--- src/rtl/picorv32_mem_pkg.sv ---
`default_nettype none
// ============================================================================
// Module   : picorv32_mem_pkg
// Purpose  : Shared types and helpers for PicoRV32 memory-side blocks:
//            responder FSM state encoding, word-address extraction and
//            byte-lane merge.
// Revision : 1.0 - initial release
// ============================================================================
package picorv32_mem_pkg;

  typedef enum logic [1:0] {
    ST_IDLE = 2'd0,
    ST_WAIT = 2'd1,
    ST_ACK  = 2'd2
  } mem_state_e;

  // Word index of a byte address; the low two bits select a byte lane only.
  function automatic logic [29:0] word_addr(input logic [31:0] addr);
    return addr[31:2];
  endfunction

  // Replace the bytes of old_word whose strobe bit is set with those of new_word.
  function automatic logic [31:0] byte_merge(input logic [31:0] old_word,
                                             input logic [31:0] new_word,
                                             input logic [3:0]  wstrb);
    logic [31:0] merged;
    merged = old_word;
    for (int i = 0; i < 4; i++) begin
      if (wstrb[i]) merged[8*i +: 8] = new_word[8*i +: 8];
    end
    return merged;
  endfunction

endpackage
`default_nettype wire

--- src/rtl/picorv32_mem_proto_mon.sv ---
`default_nettype none
// ============================================================================
// Module   : picorv32_mem_proto_mon
// Purpose  : Compares the live core request against the request latched at
//            transfer start and raises a sticky protocol-error flag.
// Revision : 1.0 - initial release
// ============================================================================
module picorv32_mem_proto_mon
  import picorv32_mem_pkg::*;
(
  input  logic        clk,
  input  logic        resetn,
  input  logic        active,      // responder is in WAIT or ACK
  input  logic        mem_valid,
  input  logic        mem_instr,
  input  logic [31:0] mem_addr,
  input  logic [31:0] mem_wdata,
  input  logic [3:0]  mem_wstrb,
  input  logic        lat_instr,
  input  logic [31:0] lat_addr,
  input  logic [31:0] lat_wdata,
  input  logic [3:0]  lat_wstrb,
  output logic        proto_err
);

  logic request_changed;
  logic instr_write;
  logic violation;

  // Live-versus-latched comparison and the always-illegal instruction write.
  always_comb begin
    request_changed = (mem_instr != lat_instr) || (mem_addr  != lat_addr) ||
                      (mem_wdata != lat_wdata) || (mem_wstrb != lat_wstrb);
    instr_write     = mem_valid && mem_instr && (mem_wstrb != 4'h0);
    violation       = instr_write || (active && (!mem_valid || request_changed));
  end

  // Sticky error flag, cleared only by reset.
  always_ff @(posedge clk or negedge resetn) begin
    if (!resetn) begin
      proto_err <= 1'b0;
    end else if (violation) begin
      proto_err <= 1'b1;
    end
  end

endmodule
`default_nettype wire

--- src/rtl/picorv32_mem_responder.sv ---
`default_nettype none
// ============================================================================
// Module   : picorv32_mem_responder
// Purpose  : Slave responder for the PicoRV32 native memory bus. Inserts a
//            bounded number of wait states, keeps a byte-accurate shadow of
//            one tracked word and flags core-side protocol violations.
// Revision : 1.0 - initial release
// ============================================================================
module picorv32_mem_responder
  import picorv32_mem_pkg::*;
#(
  parameter int MAX_WAIT = 4,
  parameter int WCNT_W   = 3
) (
  input  logic              clk,
  input  logic              resetn,
  input  logic              mem_valid,
  input  logic              mem_instr,
  input  logic [31:0]       mem_addr,
  input  logic [31:0]       mem_wdata,
  input  logic [3:0]        mem_wstrb,
  output logic              mem_ready,
  output logic [31:0]       mem_rdata,
  input  logic              stall_req,
  input  logic [31:0]       rand_rdata,
  input  logic [31:0]       track_addr,
  output logic [31:0]       track_data,
  output logic              track_valid,
  output logic [WCNT_W-1:0] wait_count,
  output logic              proto_err
);

  localparam logic [WCNT_W-1:0] MAX_WAIT_C = WCNT_W'(MAX_WAIT);

  mem_state_e  state, state_nxt;

  logic        lat_instr;
  logic [31:0] lat_addr;
  logic [31:0] lat_wdata;
  logic [3:0]  lat_wstrb;

  logic [29:0] track_word_prev;
  logic        track_changed;

  // Request as seen by the ACK-entry logic: live bus when leaving IDLE,
  // latched copy when leaving WAIT.
  logic [31:0] req_addr;
  logic [3:0]  req_wstrb;
  logic        enter_ack;
  logic        req_hit;
  logic        lat_hit;

  // Next-state decode.
  always_comb begin
    state_nxt = state;
    case (state)
      ST_IDLE: begin
        if (mem_valid) state_nxt = stall_req ? ST_WAIT : ST_ACK;
      end
      ST_WAIT: begin
        if (!(stall_req && (wait_count < MAX_WAIT_C))) state_nxt = ST_ACK;
      end
      ST_ACK:  state_nxt = ST_IDLE;
      default: state_nxt = ST_IDLE;
    endcase
  end

  // State register.
  always_ff @(posedge clk or negedge resetn) begin
    if (!resetn) state <= ST_IDLE;
    else         state <= state_nxt;
  end

  // Derived request/shadow comparisons used by several registers below.
  always_comb begin
    req_addr      = (state == ST_IDLE) ? mem_addr  : lat_addr;
    req_wstrb     = (state == ST_IDLE) ? mem_wstrb : lat_wstrb;
    enter_ack     = (state != ST_ACK) && (state_nxt == ST_ACK);
    req_hit       = word_addr(req_addr) == word_addr(track_addr);
    lat_hit       = word_addr(lat_addr) == word_addr(track_addr);
    track_changed = word_addr(track_addr) != track_word_prev;
    mem_ready     = (state == ST_ACK);
  end

  // Capture the request at transfer start.
  always_ff @(posedge clk or negedge resetn) begin
    if (!resetn) begin
      lat_instr <= 1'b0;
      lat_addr  <= 32'h0;
      lat_wdata <= 32'h0;
      lat_wstrb <= 4'h0;
    end else if (state == ST_IDLE && mem_valid) begin
      lat_instr <= mem_instr;
      lat_addr  <= mem_addr;
      lat_wdata <= mem_wdata;
      lat_wstrb <= mem_wstrb;
    end
  end

  // Wait-state counter: starts at 1 on entering WAIT, clears after ACK.
  always_ff @(posedge clk or negedge resetn) begin
    if (!resetn) begin
      wait_count <= '0;
    end else begin
      case (state)
        ST_IDLE: if (mem_valid && stall_req) wait_count <= WCNT_W'(1);
        ST_WAIT: if (stall_req && (wait_count < MAX_WAIT_C)) wait_count <= wait_count + 1'b1;
        ST_ACK:  wait_count <= '0;
        default: wait_count <= '0;
      endcase
    end
  end

  // Read data, latched on entry to ACK and held until the next ACK entry.
  always_ff @(posedge clk or negedge resetn) begin
    if (!resetn) begin
      mem_rdata <= 32'h0;
    end else if (enter_ack) begin
      if (req_wstrb != 4'h0)          mem_rdata <= 32'h0;
      else if (req_hit && track_valid) mem_rdata <= track_data;
      else                             mem_rdata <= rand_rdata;
    end
  end

  // Remember the tracked word so a retarget can invalidate the shadow.
  always_ff @(posedge clk or negedge resetn) begin
    if (!resetn) track_word_prev <= 30'h0;
    else         track_word_prev <= word_addr(track_addr);
  end

  // Shadow word: retarget invalidates first, then read-init, then write merge.
  always_ff @(posedge clk or negedge resetn) begin
    if (!resetn) begin
      track_data  <= 32'h0;
      track_valid <= 1'b0;
    end else if (track_changed) begin
      track_valid <= 1'b0;
    end else if (enter_ack && req_wstrb == 4'h0 && req_hit && !track_valid) begin
      track_data  <= rand_rdata;
      track_valid <= 1'b1;
    end else if (state == ST_ACK && lat_wstrb != 4'h0 && lat_hit) begin
      track_data <= byte_merge(track_data, lat_wdata, lat_wstrb);
      if (lat_wstrb == 4'hF) track_valid <= 1'b1;
    end
  end

  picorv32_mem_proto_mon u_proto_mon (
    .clk       (clk),
    .resetn    (resetn),
    .active    (state != ST_IDLE),
    .mem_valid (mem_valid),
    .mem_instr (mem_instr),
    .mem_addr  (mem_addr),
    .mem_wdata (mem_wdata),
    .mem_wstrb (mem_wstrb),
    .lat_instr (lat_instr),
    .lat_addr  (lat_addr),
    .lat_wdata (lat_wdata),
    .lat_wstrb (lat_wstrb),
    .proto_err (proto_err)
  );

endmodule
`default_nettype wire
--- config.mk ---
export PLATFORM = sky130hd
export DESIGN_NAME = picorv32_mem_responder
export DESIGN_NICKNAME = d
export VERILOG_FILES = /design/src/rtl/picorv32_mem_pkg.sv /design/src/rtl/picorv32_mem_proto_mon.sv /design/src/rtl/picorv32_mem_responder.sv
export SDC_FILE = /design/constraint.sdc
export NUM_CORES = 1
export LEC_CHECK = 0
export ABC_CLOCK_PERIOD_IN_PS = 3200
export CELL_PAD_IN_SITES_DETAIL_PLACEMENT = 0
export CELL_PAD_IN_SITES_GLOBAL_PLACEMENT = 1
export CORE_MARGIN = 2
export CORE_UTILIZATION = 36
export CTS_CLUSTER_SIZE = 40
export DETAILED_ROUTE_END_ITERATION = 6
export MAX_ROUTING_LAYER = met4
export PLACE_DENSITY_LB_ADDON = 0.1
export SYNTH_ARGS = -nofsm -noshare
export SYNTH_HDL_FRONTEND = slang
export SYNTH_HIERARCHICAL = 1
export SYNTH_SLANG_ARGS = --single-unit
--- constraint.sdc ---
create_clock -name clk -period 3.2 [get_ports clk]
set_clock_uncertainty 0.2 [all_clocks]
set_input_delay 0.32 -clock clk [delete_from_list [all_inputs] [get_ports clk]]
set_output_delay 0.32 -clock clk [all_outputs]
set_load 0.01 [all_outputs]
==> results.json, run 1 <==
{
  "run_status": "finished clean",
  "critical_path.endpoint_type": "register",
  "seq_total_area_yosys": 0.473,
  "post_synth_mux_area_share": 0.121,
  "final-max-slew-violation-count": 0,
  "detailed_place_hpwl_mm": 22.1,
  "routedWlPerCell_um": 19.6,
  "clock_latency_ns": 0.43,
  "globalRouteOverflowTotal": 0,
  "detail_route.first_pass.iterations": 5,
  "io_pins": 207,
  "synth_adder_area_share": 0.00139,
  "timing.critical_path.fanout_max": 32,
  "total_leakage_power_nw": 5.25,
  "fp-row-count": 57,
  "dpl_cell_area_um2": 12100,
  "final_layout_size_suffix_gt1_frac": 0.220,
  "synth.yosys.warnings": 6,
  "finish.net_count": 1247,
  "slew_headroom": 0.578,
  "fin_area_um2": 12700,
  "maxClockFrequency_mhz": 326,
  "syn_area_cell_um2": 10.9,
  "syn_inst": 822,
  "io_buffer_count": 204,
  "hold_viol_final": 0,
  "drt-initial-drc-count": 535,
  "synth_most_common_cell": "sky130_fd_sc_hd__dfrtp_1",
  "synth_top_cell_area_share": 0.473,
  "htreeDepth": 4,
  "largest_net_degree_at_the_start_of_global_routing": 62,
  "cts_tree": "yes",
  "routed-via-count": 7168,
  "area_growth_syn_to_layout_pct": 40.8,
  "place.gp.congestion": 0.903,
  "dieWidth_um": 162,
  "worst-setup-path-type": "register to register",
  "fin_total_pwr_mw": 5.94,
  "clkSinkCount": 170,
  "synth_xor_xnor_area_share": 0.117,
  "cp.required_ns": 3.32,
  "synth.largest_area_cell": "sky130_fd_sc_hd__dfrtp_1",
  "synth.net_count": 960,
  "layout_worst_path_cycle_share": 0.959,
  "ratio_of_routed_vias_to_standard_cells": 4.95,
  "r2r.worst_path.cells": 8,
  "synth_area_leaders": "sky130_fd_sc_hd__dfrtp_1, sky130_fd_sc_hd__mux2_2, sky130_fd_sc_hd__xnor2_1",
  "synth-edff-count": 0,
  "ir_drop_uv": 270,
  "async_reset_ff_frac": 1.00,
  "antenna_violations_before_repair": 1,
  "die_area_um2": 26300,
  "drc_errors": 0,
  "synth_common_cells": "sky130_fd_sc_hd__dfrtp_1, sky130_fd_sc_hd__xnor2_1, sky130_fd_sc_hd__mux2_2",
  "post_synth_and_or_nand_nor_area_fraction": 0.106,
  "detail_route.wirelength_mm": 28.3,
  "coreArea_um2": 24400,
  "ctsRootBufferMaster": "sky130_fd_sc_hd__clkbuf_16",
  "period_needed_ns": 3.07,
  "post_synthesis_cell_type_count": 56,
  "vias_in_the_first_global_route": 7506,
  "initial_utilization": 0.369,
  "largest_family_of_logic_cells_by_synthesized_area": "compound AO/OA/AOI/OAI gates",
  "cts_made_buffers": 17,
  "final.setup.tns_ns": 0,
  "synthesis.area_um2": 8990,
  "dieHeight_um": 162,
  "cts_buffer_depth": 2,
  "cts_post_setup_buffers_inserted": 0,
  "fillers": 2323,
  "setup_repair_after_global_routing_missed_its_margin": "false",
  "complex_gate_fraction_of_the_synthesized_area": 0.133,
  "crit_path_dat_ns": 3.19,
  "cp-start-kind": "register",
  "pwr_density_cell_nw_per_um2": 469,
  "actual_slew_at_the_worst_max_slew_pin_ns": 0.633,
  "worst_hold_path_type": "primary input to asynchronous set/reset pin",
  "grt.total_usage": 0.227,
  "synth_ff_type": "sky130_fd_sc_hd__dfrtp_1",
  "grt_first_pass_wirelength_mm": 43.7,
  "synth-seq-cells": 170,
  "setup_viol": 0,
  "antenna_violating_nets_post_route": 0,
  "drv_cap": 0,
  "path_clk_slew_ns": 0.07
}
==> registers in the layout, summed over array words and instances (netlist names), 2 cells and up <==
register,cells
state,2
track_word_prev,30
track_data,32
mem_rdata,32
lat_wstrb,4
wait_count,3
lat_addr,32
lat_wdata,32
==> where the power goes <==
group / leakage [nW] / internal, mW / switching, mW
combinational: 3.02 / 0.719 / 0.614
sequential: 1.97 / 2.39 / 0.237
clock: 0.267 / 1.02 / 0.966
==> per-layer routing <==
metal,up-vias,track usage,part of all wire
li1,3489,-,-
met1,3501,0.318,0.49
met2,163,0.349,0.46
met3,15,0.0403,0.041
met4,0,0.0422,0.0093
met5,-,-,0
==> cell families after synthesis <==
group / count (synthesis)
muxes: 100
AOI/OAI and AO/OA: 158
DFF: 170
adders and majority gates: 1
and+or+nand+nor: 169
xor gates and xnor gates: 120
buffers and inverters: 104
==> stage by stage <==
| step | setup WS (ns) | hold slack, ns | util | cells |
|---|---|---|---|---|
| 2_1_floorplan | 0.244 | -0.176 | - | 822 |
| 3_3_place_gp | -0.217 | 0.154 | 0.496 | 1413 |
| 3_5_place_dp | -0.235 | 0.159 | 0.496 | 1413 |
| 4_1_cts | 0.114 | 0.261 | 0.519 | 1446 |
| 5_1_grt | 0.0261 | 0.282 | 0.519 | 1447 |
| 6_report | 0.132 | 0.232 | 0.519 | 1447 |
==> path summary, 6_finish.rpt <==
| check | from | slack (ns) | endpoint |
|---|---|---|---|
| worst min register to register | u_proto_mon/proto_err | 0.27 | u_proto_mon/proto_err |
| worst max register to register | lat_addr[22] | 0.13 | track_data[22] |
| worst min-delay path | resetn | 0.23 | wait_count[1] |
| min in group clk | u_proto_mon/proto_err | 0.27 | u_proto_mon/proto_err |
| max in group asynchronous | resetn | 1.74 | mem_rdata[15] |
| worst max-delay path | lat_addr[22] | 0.13 | track_data[22] |
==> area by class of cell <==
type | count | area, µm² | area share
Antenna cell | 1 | 2.50 | 0.000198
Clock buffer | 17 | 425 | 0.0336
Clock inverter | 15 | 128 | 0.0101
Inverter | 68 | 255 | 0.0202
Multi-Input combinational cell | 548 | 4310 | 0.340
Sequential cell | 170 | 4260 | 0.336
Tap cell | 324 | 405 | 0.0320
Timing Repair Buffer | 304 | 2880 | 0.228
==> worst max-delay path, cell delays in order (launching register included) <==
cell and delay, ns:
sky130_fd_sc_hd__dfrtp_1 0.42, sky130_fd_sc_hd__xnor2_1 0.23, sky130_fd_sc_hd__nand4_1 0.13, sky130_fd_sc_hd__or4_1 0.56
sky130_fd_sc_hd__a2bb2oi_1 0.18, sky130_fd_sc_hd__or4_4 0.56, sky130_fd_sc_hd__or2_1 0.25, sky130_fd_sc_hd__buf_12 0.17
sky130_fd_sc_hd__o211a_1 0.22
==> layout by cell type, fill, tap and decap left out, types with 6 or more instances in the layout <==
cell type / count
sky130_fd_sc_hd__clkdlybuf4s50_1: 203
sky130_fd_sc_hd__dfrtp_1: 169
sky130_fd_sc_hd__buf_4: 92
sky130_fd_sc_hd__xnor2_1: 69
sky130_fd_sc_hd__mux2_2: 68
sky130_fd_sc_hd__inv_1: 65
sky130_fd_sc_hd__xor2_1: 51
sky130_fd_sc_hd__nand2_1: 47
sky130_fd_sc_hd__o21ai_0: 41
sky130_fd_sc_hd__or2_2: 38
sky130_fd_sc_hd__mux2i_1: 32
sky130_fd_sc_hd__o211ai_1: 32
sky130_fd_sc_hd__o211a_1: 32
sky130_fd_sc_hd__nand4_1: 20
sky130_fd_sc_hd__nor4_1: 18
sky130_fd_sc_hd__clkbuf_16: 17
sky130_fd_sc_hd__nand2b_1: 11
sky130_fd_sc_hd__o22ai_1: 9
sky130_fd_sc_hd__nor2_1: 7
sky130_fd_sc_hd__o2111ai_1: 7
sky130_fd_sc_hd__buf_12: 7
sky130_fd_sc_hd__nand3_1: 6
sky130_fd_sc_hd__inv_6: 6
==> what timing repair did <==
action	CTS	global route
hold buffers	1	0
resized for setup	0	1
endpoints found under the setup margin	0	3
hold endpoints to repair	58	0
(Power assumes the default switching activity.)
==> run 2, diff against run 1 <==
--- a/config.mk
+++ b/config.mk
@@ -10,7 +10,6 @@
 export CELL_PAD_IN_SITES_GLOBAL_PLACEMENT = 1
 export CORE_MARGIN = 2
 export CORE_UTILIZATION = 36
-export CTS_CLUSTER_SIZE = 40
 export DETAILED_ROUTE_END_ITERATION = 6
 export MAX_ROUTING_LAYER = met4
 export PLACE_DENSITY_LB_ADDON = 0.1
==> results of run 2 <==
No change in the layout: final DEF, timing and power equal those of run 1.
